`config.mk`:
```
export PLATFORM = sky130hd
export DESIGN_NAME = dog_frame_ctrl
export DESIGN_NICKNAME = d
export VERILOG_FILES = /design/src/rtl/dog_frame_ctrl.sv
export SDC_FILE = /design/constraint.sdc
export NUM_CORES = 1
export LEC_CHECK = 0
export ABC_AREA = 1
export CORE_MARGIN = 2
export CORE_UTILIZATION = 40
export CTS_CLUSTER_DIAMETER = 60
export DETAILED_ROUTE_END_ITERATION = 12
export HOLD_SLACK_MARGIN = 0.06
export PLACE_DENSITY = 0.69
export REMOVE_ABC_BUFFERS = 1
export SETUP_SLACK_MARGIN = 0.4
export SKIP_LAST_GASP = 1
export SLEW_MARGIN = 20
export SYNTH_ARGS = -nofsm -noshare
export SYNTH_HDL_FRONTEND = slang
export SYNTH_SLANG_ARGS = --single-unit
```
`constraint.sdc`:
```
create_clock -name clk -period 2.9 [get_ports clk]
set_clock_uncertainty 0.1 [all_clocks]
set_input_delay 0.29 -clock clk [delete_from_list [all_inputs] [get_ports clk]]
set_output_delay 0.29 -clock clk [all_outputs]
set_load 0.05 [all_outputs]
```
`src/rtl/dog_frame_ctrl.sv`:
```
// -----------------------------------------------------------------------------
// dog_frame_ctrl
//
// Frame-level sequencer for the DoG read path. Tracks two ping-pong input
// frame banks filled by the pixel loader. Each full bank is handed to the DoG
// read address generator with a one-cycle start pulse. The controller follows
// the row pass (ram0 valid) and the column pass (ram1 valid) to completion,
// waits for the downstream pipeline to drain, and then releases the bank back
// to the loader. Frame status and sticky errors are reported to the host.
//
// Parameters
//   DRAIN_CYCLES  cycles spent in DRAIN after the column pass ends (>= 1)
//   TIMEOUT       max cycles from rd_start to the end of the column pass (>= 2)
//
// Ports
//   clk            in   single clock, rising edge
//   rst_n          in   asynchronous active-low reset
//   load_done      in   pulse: bank wr_bank has been filled by the loader
//   rd_ram0_valid  in   row-pass read valid from the address generator
//   rd_ram1_valid  in   column-pass read valid from the address generator
//   err_clr        in   pulse: clear both sticky errors
//   wr_bank        out  bank the loader writes next
//   wr_ready       out  bank wr_bank is empty (combinational)
//   rd_bank        out  bank the address generator reads (RAM bank mux select)
//   rd_start       out  one-cycle start pulse to the address generator
//   busy           out  high in every state except IDLE
//   pass_phase     out  0 idle/start, 1 row pass, 2 column pass, 3 drain/done
//   frame_done     out  one-cycle pulse when a frame completes
//   frame_cnt      out  completed frame count, wraps
//   err_overrun    out  sticky: load_done arrived while wr_ready was low
//   err_timeout    out  sticky: a frame exceeded TIMEOUT
// -----------------------------------------------------------------------------
module dog_frame_ctrl #(
   parameter int DRAIN_CYCLES = 4,
   parameter int TIMEOUT      = 140000
) (
   input  logic        clk,
   input  logic        rst_n,
   input  logic        load_done,
   input  logic        rd_ram0_valid,
   input  logic        rd_ram1_valid,
   input  logic        err_clr,
   output logic        wr_bank,
   output logic        wr_ready,
   output logic        rd_bank,
   output logic        rd_start,
   output logic        busy,
   output logic [1:0]  pass_phase,
   output logic        frame_done,
   output logic [15:0] frame_cnt,
   output logic        err_overrun,
   output logic        err_timeout
);

   typedef enum logic [2:0] {
      S_IDLE,
      S_START,
      S_RUN_H,
      S_RUN_V,
      S_DRAIN,
      S_DONE
   } state_t;

   localparam int            DW           = (DRAIN_CYCLES > 1) ? $clog2(DRAIN_CYCLES) : 1;
   localparam logic [DW-1:0] DRAIN_LAST   = DW'(DRAIN_CYCLES - 1);
   localparam logic [17:0]   CYC_MAX      = '1;
   // cyc_cnt is cleared at the end of START, so in the k-th cycle after
   // rd_start it holds k-1. Leaving RUN when it holds TIMEOUT-2 lands the
   // DONE cycle exactly TIMEOUT cycles after rd_start.
   localparam logic [17:0]   TIMEOUT_LAST = 18'(TIMEOUT - 2);

   state_t         state, next_state;
   logic [1:0]     full;
   logic [1:0]     full_set, full_clr;
   logic           ram0_q, ram1_q;
   logic           ram0_fall, ram1_fall;
   logic [17:0]    cyc_cnt;
   logic [DW-1:0]  drain_cnt;
   logic [15:0]    frame_cnt_q;
   logic           load_ok, load_bad;
   logic           in_run;
   logic           timeout_hit;

   // Next-cycle values of the registered status outputs.
   logic           rd_start_d;
   logic           busy_d;
   logic [1:0]     pass_phase_d;
   logic           frame_done_d;

   // ---------------------------------------------------------------------------
   // Bank bookkeeping and edge detection (combinational)
   // ---------------------------------------------------------------------------
   assign wr_ready  = ~full[wr_bank];
   assign load_ok   = load_done &  wr_ready;
   assign load_bad  = load_done & ~wr_ready;

   assign ram0_fall = ram0_q & ~rd_ram0_valid;
   assign ram1_fall = ram1_q & ~rd_ram1_valid;

   assign in_run      = (state == S_RUN_H) || (state == S_RUN_V);
   assign timeout_hit = in_run && (cyc_cnt >= TIMEOUT_LAST);

   // A set and a clear never target the same bit (a full bank is never the
   // write target), so the two masks are applied independently.
   assign full_set = load_ok          ? (wr_bank ? 2'b10 : 2'b01) : 2'b00;
   assign full_clr = (state == S_DONE) ? (rd_bank ? 2'b10 : 2'b01) : 2'b00;

   assign frame_cnt = frame_cnt_q;

   // ---------------------------------------------------------------------------
   // FSM: state register
   // ---------------------------------------------------------------------------
   // NOTE: every clocked block uses non-blocking assignments so all registers
   // sample the same pre-edge values regardless of block evaluation order.
   always_ff @(posedge clk or negedge rst_n) begin
      if (!rst_n) begin
         state <= S_IDLE;
      end else begin
         state <= next_state;
      end
   end

   // ---------------------------------------------------------------------------
   // FSM: next-state logic
   // ---------------------------------------------------------------------------
   // NOTE: the default assignment at the top of each always_comb keeps every
   // path assigned, so no latch is inferred when a case arm does not write it.
   always_comb begin
      next_state = state;
      unique case (state)
         S_IDLE:  if (full[rd_bank]) next_state = S_START;
         S_START: next_state = S_RUN_H;
         S_RUN_H: begin
            if (timeout_hit)    next_state = S_DONE;
            else if (ram0_fall) next_state = S_RUN_V;
         end
         S_RUN_V: begin
            if (timeout_hit)    next_state = S_DONE;
            else if (ram1_fall) next_state = S_DRAIN;
         end
         S_DRAIN: if (drain_cnt == DRAIN_LAST) next_state = S_DONE;
         S_DONE:  next_state = S_IDLE;
         default: next_state = S_IDLE;
      endcase
   end

   // ---------------------------------------------------------------------------
   // FSM: output logic
   // Decoded from next_state and registered below, so each output is a clean
   // flop that is valid during the cycle the FSM spends in the matching state.
   // ---------------------------------------------------------------------------
   always_comb begin
      rd_start_d   = 1'b0;
      busy_d       = 1'b1;
      pass_phase_d = 2'd0;
      frame_done_d = 1'b0;
      unique case (next_state)
         S_IDLE:  busy_d       = 1'b0;
         S_START: rd_start_d   = 1'b1;
         S_RUN_H: pass_phase_d = 2'd1;
         S_RUN_V: pass_phase_d = 2'd2;
         S_DRAIN: pass_phase_d = 2'd3;
         S_DONE: begin
            pass_phase_d = 2'd3;
            frame_done_d = 1'b1;
         end
         default: busy_d = 1'b0;
      endcase
   end

   always_ff @(posedge clk or negedge rst_n) begin
      if (!rst_n) begin
         rd_start   <= 1'b0;
         busy       <= 1'b0;
         pass_phase <= 2'd0;
         frame_done <= 1'b0;
      end else begin
         rd_start   <= rd_start_d;
         busy       <= busy_d;
         pass_phase <= pass_phase_d;
         frame_done <= frame_done_d;
      end
   end

   // ---------------------------------------------------------------------------
   // Banks, counters, edge-detect flops
   // ---------------------------------------------------------------------------
   always_ff @(posedge clk or negedge rst_n) begin
      if (!rst_n) begin
         full        <= 2'b00;
         wr_bank     <= 1'b0;
         rd_bank     <= 1'b0;
         ram0_q      <= 1'b0;
         ram1_q      <= 1'b0;
         cyc_cnt     <= '0;
         drain_cnt   <= '0;
         frame_cnt_q <= 16'd0;
      end else begin
         ram0_q <= rd_ram0_valid;
         ram1_q <= rd_ram1_valid;

         full <= (full & ~full_clr) | full_set;
         if (load_ok) begin
            wr_bank <= ~wr_bank;
         end

         if (state == S_DONE) begin
            rd_bank     <= ~rd_bank;
            frame_cnt_q <= frame_cnt_q + 16'd1;
         end

         // Frame watchdog: saturates so a stuck pass cannot wrap it back
         // below the limit.
         if (state == S_START) begin
            cyc_cnt <= '0;
         end else if (in_run && (cyc_cnt != CYC_MAX)) begin
            cyc_cnt <= cyc_cnt + 18'd1;
         end

         if (state == S_DRAIN) begin
            drain_cnt <= drain_cnt + DW'(1);
         end else begin
            drain_cnt <= '0;
         end
      end
   end

   // ---------------------------------------------------------------------------
   // Sticky errors: a new error event in the same cycle as err_clr wins.
   // ---------------------------------------------------------------------------
   always_ff @(posedge clk or negedge rst_n) begin
      if (!rst_n) begin
         err_overrun <= 1'b0;
         err_timeout <= 1'b0;
      end else begin
         if (load_bad)     err_overrun <= 1'b1;
         else if (err_clr) err_overrun <= 1'b0;

         if (timeout_hit)  err_timeout <= 1'b1;
         else if (err_clr) err_timeout <= 1'b0;
      end
   end

endmodule

```
---- Word level (Yosys, flattened, before mapping) ----
Cells that the tools add are included.
operators by class
  add/sub/neg operators ................... 3
  bitwise gates (word level) .............. 12
  $lt $le $gt $ge ......................... 3
  equal/unequal tests ..................... 12
  reductions and logical operators ........ 9
  multiplexer cells ....................... 25
operators with widths
  kind                                                                           count
  18-bit two-way mux                                                             2
  18-bit by 1-bit adder with 18-bit output (second input constant)               1
  18-bit >= comparator (second input constant)                                   1
  3-bit two-way mux                                                              6
  18-bit != test (second input constant)                                         1
  16-bit by 1-bit adder with 16-bit output (second input constant)               1
  3-bit one-hot mux with 5 select lines                                          1
  3-bit by 2-bit == test with 1-bit output (second input constant)               4
  3-bit == test (second input constant)                                          4
  1-bit two-way mux                                                              10
  2-bit two-way mux                                                              5
  3-bit by 1-bit == test with 1-bit output (second input constant)               2
  2-bit one-hot mux with 3 select lines                                          1
  2-bit nonzero test                                                             3
  1-bit inverter                                                                 5
  5-bit OR reduction                                                             1
  1-bit bitwise AND                                                              4
  1-bit by 2-bit less-than comparator with 1-bit output (second input constant)  2
  3-bit zero test                                                                1
  2-bit by 1-bit adder with 2-bit output (second input constant)                 1
  2-bit bitwise AND                                                              1
  2-bit == test (second input constant)                                          1
  1-bit logical AND                                                              2
  2-bit inverter                                                                 1
  3 further kinds                                                                3
storage, ports and cells
  input port bits ......................... 6
  word-level logic and storage cells ...... 79
  output and inout bits ................... 26
  flip-flop bits (word level) ............. 52

---- Longest topological paths before layout ----
  depth after elaboration ................. 8
  depth in mapped cells ................... 14

---- Worst setup path after synthesis ----
No wires, ideal clock.
  path kind ............................... register -> register
  start point ............................. reg wr_bank
  end point ............................... reg err_overrun
  cell stages (with the launch flop) ...... 3
  period minus slack after synthesis ...... 2227 ps
  slack ................................... 673 ps
  data arrival time ....................... 1932 ps
  cell sequence ........................... dfrtp_1 > o21ai_0 > o22ai_1
on the way
  longest elaborated chain between the ends .. 4
  elaborated cells between the ends (all ways) .. 5
  those cells by class .................... 3 x mux; 1 x bitwise; 1 x reduce/logical
ends and longest elaborated chain
  element                                                         RTL line  RTL
  start, declared                                                 43        output logic wr_bank,
  start signal, assigned                                          204       wr_bank <= ~wr_bank;
  1-bit two-way mux (implied by the code) (*) (2 in a row)        93        assign wr_ready = ~full[wr_bank];
  1-bit bitwise AND (*)                                           95        assign load_bad = load_done & ~wr_ready;
  1-bit two-way mux / 2-bit nonzero test (equally long branches)  --
  end signal, assigned                                            233       err_overrun <= 1'b0;
  end signal, assigned                                            236       if (load_bad) err_overrun <= 1'b1;
  end signal, assigned                                            237       else if (err_clr) err_overrun <= 1'b0;
  end, declared                                                   51        output logic err_overrun,
Every way passes the cells marked *; elsewhere a longest branch is shown, timed or not. The select of a mux whose other input is x is not followed.
A chain may end at the register's enable or synchronous reset.

---- Worst setup path after layout ----
  start point ............................. reg wr_bank
  end point ............................... out wr_ready
on the way
  longest elaborated chain between the ends .. 3
ends and longest elaborated chain
  element                                               RTL line  RTL
  1-bit two-way mux (implied by the code) (2 in a row)  93
  1-bit inverter                                        93
  end, declared                                         44        output logic wr_ready,
Every way passes these cells. The select of a mux whose other input is x is not followed.

==> results_dict.tcl <==
set metrics [dict create \
    antenna_found_initial 0 \
    cp_slowest_cell "clkdlybuf4s50_1" \
    finalHoldViolations 0 \
    start_util 0.413 \
    place_inst 462 \
    io_pins 32 \
    multi_input_area_mm2 0.00128 \
    cts_setup_buffers 0 \
    synth-seq-cells 52 \
    final_cells 471 \
    htree_levels 2 \
    dieArea_mm2 0.00771 \
    synth_edf_count 0 \
    syn_inst 339 \
    antenna_cells 0 \
    syn_to_final_growth_pct 17.9 \
    hold_class "in2reg" \
    maxCapViolations 0 \
    synthTopCellsByCount "nand2_1, dfrtp_1, inv_1, nor2_1, xor2_1" \
    outcome "completed" \
    syn_area_mm2 0.00281 \
    synthMostInstantiatedCell "nand2_1" \
    via_per_inst 4.78 \
    antenna_left 0 \
    drc_errors 0 \
    synth_top_area_cell "dfrtp_1" \
    synth_area_leaders "dfrtp_1, nand2_1, xor2_1" \
    fmax_ghz 0.454 \
    grt_first_pass_wirelength_um 10100 \
    drt_iter0_markers 188 \
    maxSlewViolCount 0 \
    async_reset_ff_frac 1.00 \
    vdd_ir_drop_max_mv 0.518 \
    core_region_area_mm2 0.00679 \
    cts_root_buffer "clkbuf_8" \
    seq_power_share 0.410 \
    synth_warnings 0 \
    final_layout_size_suffix_gt1_frac 0.107 \
    design_area_mm2 0.00331 \
    grt_max_degree 30 \
    worstPathCellList "o21ai_0 -> clkdlybuf4s50_1" \
    combPwrFrac 0.409 \
    p_sw_frac 0.453 \
    clk_pin_slew_ps 100 \
    gr-usage-met1 0.236 \
    layout_setup_ws_ps 697 \
    internal_power_uw 1340 \
    fin_tns_setup_ps 0 \
    die_w_um 87.8 \
    synth_ff_type "dfrtp_1" \
    synth_cell_types 29 \
    grt_pass1_vias 2183 \
    seqCellArea_mm2 0.00130 \
    insertion_delay_ps 310 \
    grt-busiest-layer "met2" \
    rows 30 \
    numCtsBuffers 5 \
    numClockSinks 52 \
    finalCritPeriodShare 0.760 \
    cts_tree "yes" \
    hpwlAfterDp_um 4360 \
    gr-total-overflow 0 \
    pre_cts_ws_ps 751 \
    synth_area_per_cell_um2 8.28 \
    power.leakage_uw 0.00154 \
    startpoint_type "register" \
    die_y_um 87.8 \
    synth_top_area_frac 0.463 \
    cp.arrival_ps 1810 \
    cts_buffer_depth 2 \
    place_congestion 0.932 \
    critPathRequiredTime_ps 2510 \
    p_sw_uw 1110 \
    rsz0062_at_grt "no" \
    holdWs_ps 340 \
    grt_usage 0.167 \
    met3_usage 0.0292 \
    via_count 2251 \
    pwr-share-clk 0.181 \
    cp-end-kind "output port" \
    seq_area_frac_synth 0.463 \
    first_pass_iters 4 \
    place_area_mm2 0.00320 \
    setup_viol 0 \
    routedWlPerCell_um 12.1 \
    grt_use_met2 0.262 \
    worstPathMaxFanout 6 \
    portBuffers 31 \
    fin_nets 384 \
    slowest_delay_ps 840 \
    power.density_mw_per_mm2 739 \
    drt-total-wl_um 5720 \
    relSlewSlack 0.556 \
    worst_pin_slew_ps 665 \
    path_class "reg2out" \
    fill_cells 651 \
    min_period_ps 2200 \
]
-- power by group through the flow --
stage | clock (µW) | combinational [µW] | sequential [µW]
floorplan | 0 | 475 | 1240
global placement | 0 | 1000 | 1010
detailed placement | 0 | 1010 | 1020
CTS | 457 | 1010 | 1000
global route | 483 | 1110 | 1020
finish | 442 | 1000 | 1000
-- what timing repair did --
item,CTS,global route
endpoints found under the hold margin,28,0
hold buffers,1,0
resized for setup,0,0
-- layout make-up --
type / count / area share
clock buffers: 5 / 0.0208
clock inverters: 3 / 0.00832
flip-flops and latches: 52 / 0.393
multi-input cells: 232 / 0.387
well taps: 96 / 0.0363
repair buffers: 33 / 0.0975
inverters: 50 / 0.0567
-- layout by cell type (no fill, tap or decap), types with 5 or more instances in the layout --
cell type	count
inv_1	43
nand3_1	19
clkbuf_8	5
nand2_1	79
nor3_1	9
xor2_1	22
inv_2	7
nor2_2	5
clkdlybuf4s50_1	30
o21ai_0	6
nand3_2	5
o31ai_1	6
nor2_1	36
dfrtp_1	52
nand4_1	9
o21ai_1	7
-- cell families (layout without fill, tap and decap cells) --
logic type / Yosys count / after routing / share of synthesized area
xor+xnor: 25 / 25 / 0.0780
buf+inv: 55 / 91 / 0.0802
flops: 52 / 52 / 0.463
mux: 1 / 1 / 0.00401
compound gates: 27 / 27 / 0.0575
simple gates: 175 / 175 / 0.299
fa+ha+maj: 4 / 4 / 0.0178
-- state kept, by name, indices dropped and copies added (netlist names) --
register and cells:
ram0_q 1, state 3, frame_cnt 16, frame_done 1, err_timeout 1, busy 1
pass_phase 2, full 2, err_overrun 1, rd_start 1, ram1_q 1, wr_bank 1
drain_cnt 2, rd_bank 1, cyc_cnt 18
-- critical path: cells and delay by family, from the launching register on --
family          cells  cell delay [ps]
compound gates      1              220
buf+inv             1              840
flops               1              440
-- path summary, 6_finish.rpt --
path	from	end	slack, ps	cells past startpoint
max	wr_bank	wr_ready	700	2
min	rd_ram0_valid	ram0_q	340	1
max reg2reg	cyc_cnt[0]	cyc_cnt[5]	720	9
min reg2reg	drain_cnt[0]	drain_cnt[0]	340	1
max in group asynchronous	rst_n	cyc_cnt[12]	1500	3
min in group asynchronous	rst_n	cyc_cnt[2]	440	2
-- through the flow --
stage                     utilization  total power [µW]
after floorplan                     -              1710
after global placement          0.471              2020
after detailed placement        0.471              2030
after CTS                       0.487              2470
after global routing            0.487              2610
final                           0.487              2450
-- routing by layer --
layer | up-vias | wire, µm
li1 | 1147 | -
met1 | 1045 | 2690
met2 | 53 | 2710
met3 | 6 | 237
met4 | 0 | 76
met5 | - | 0
(Power assumes the default switching activity.)
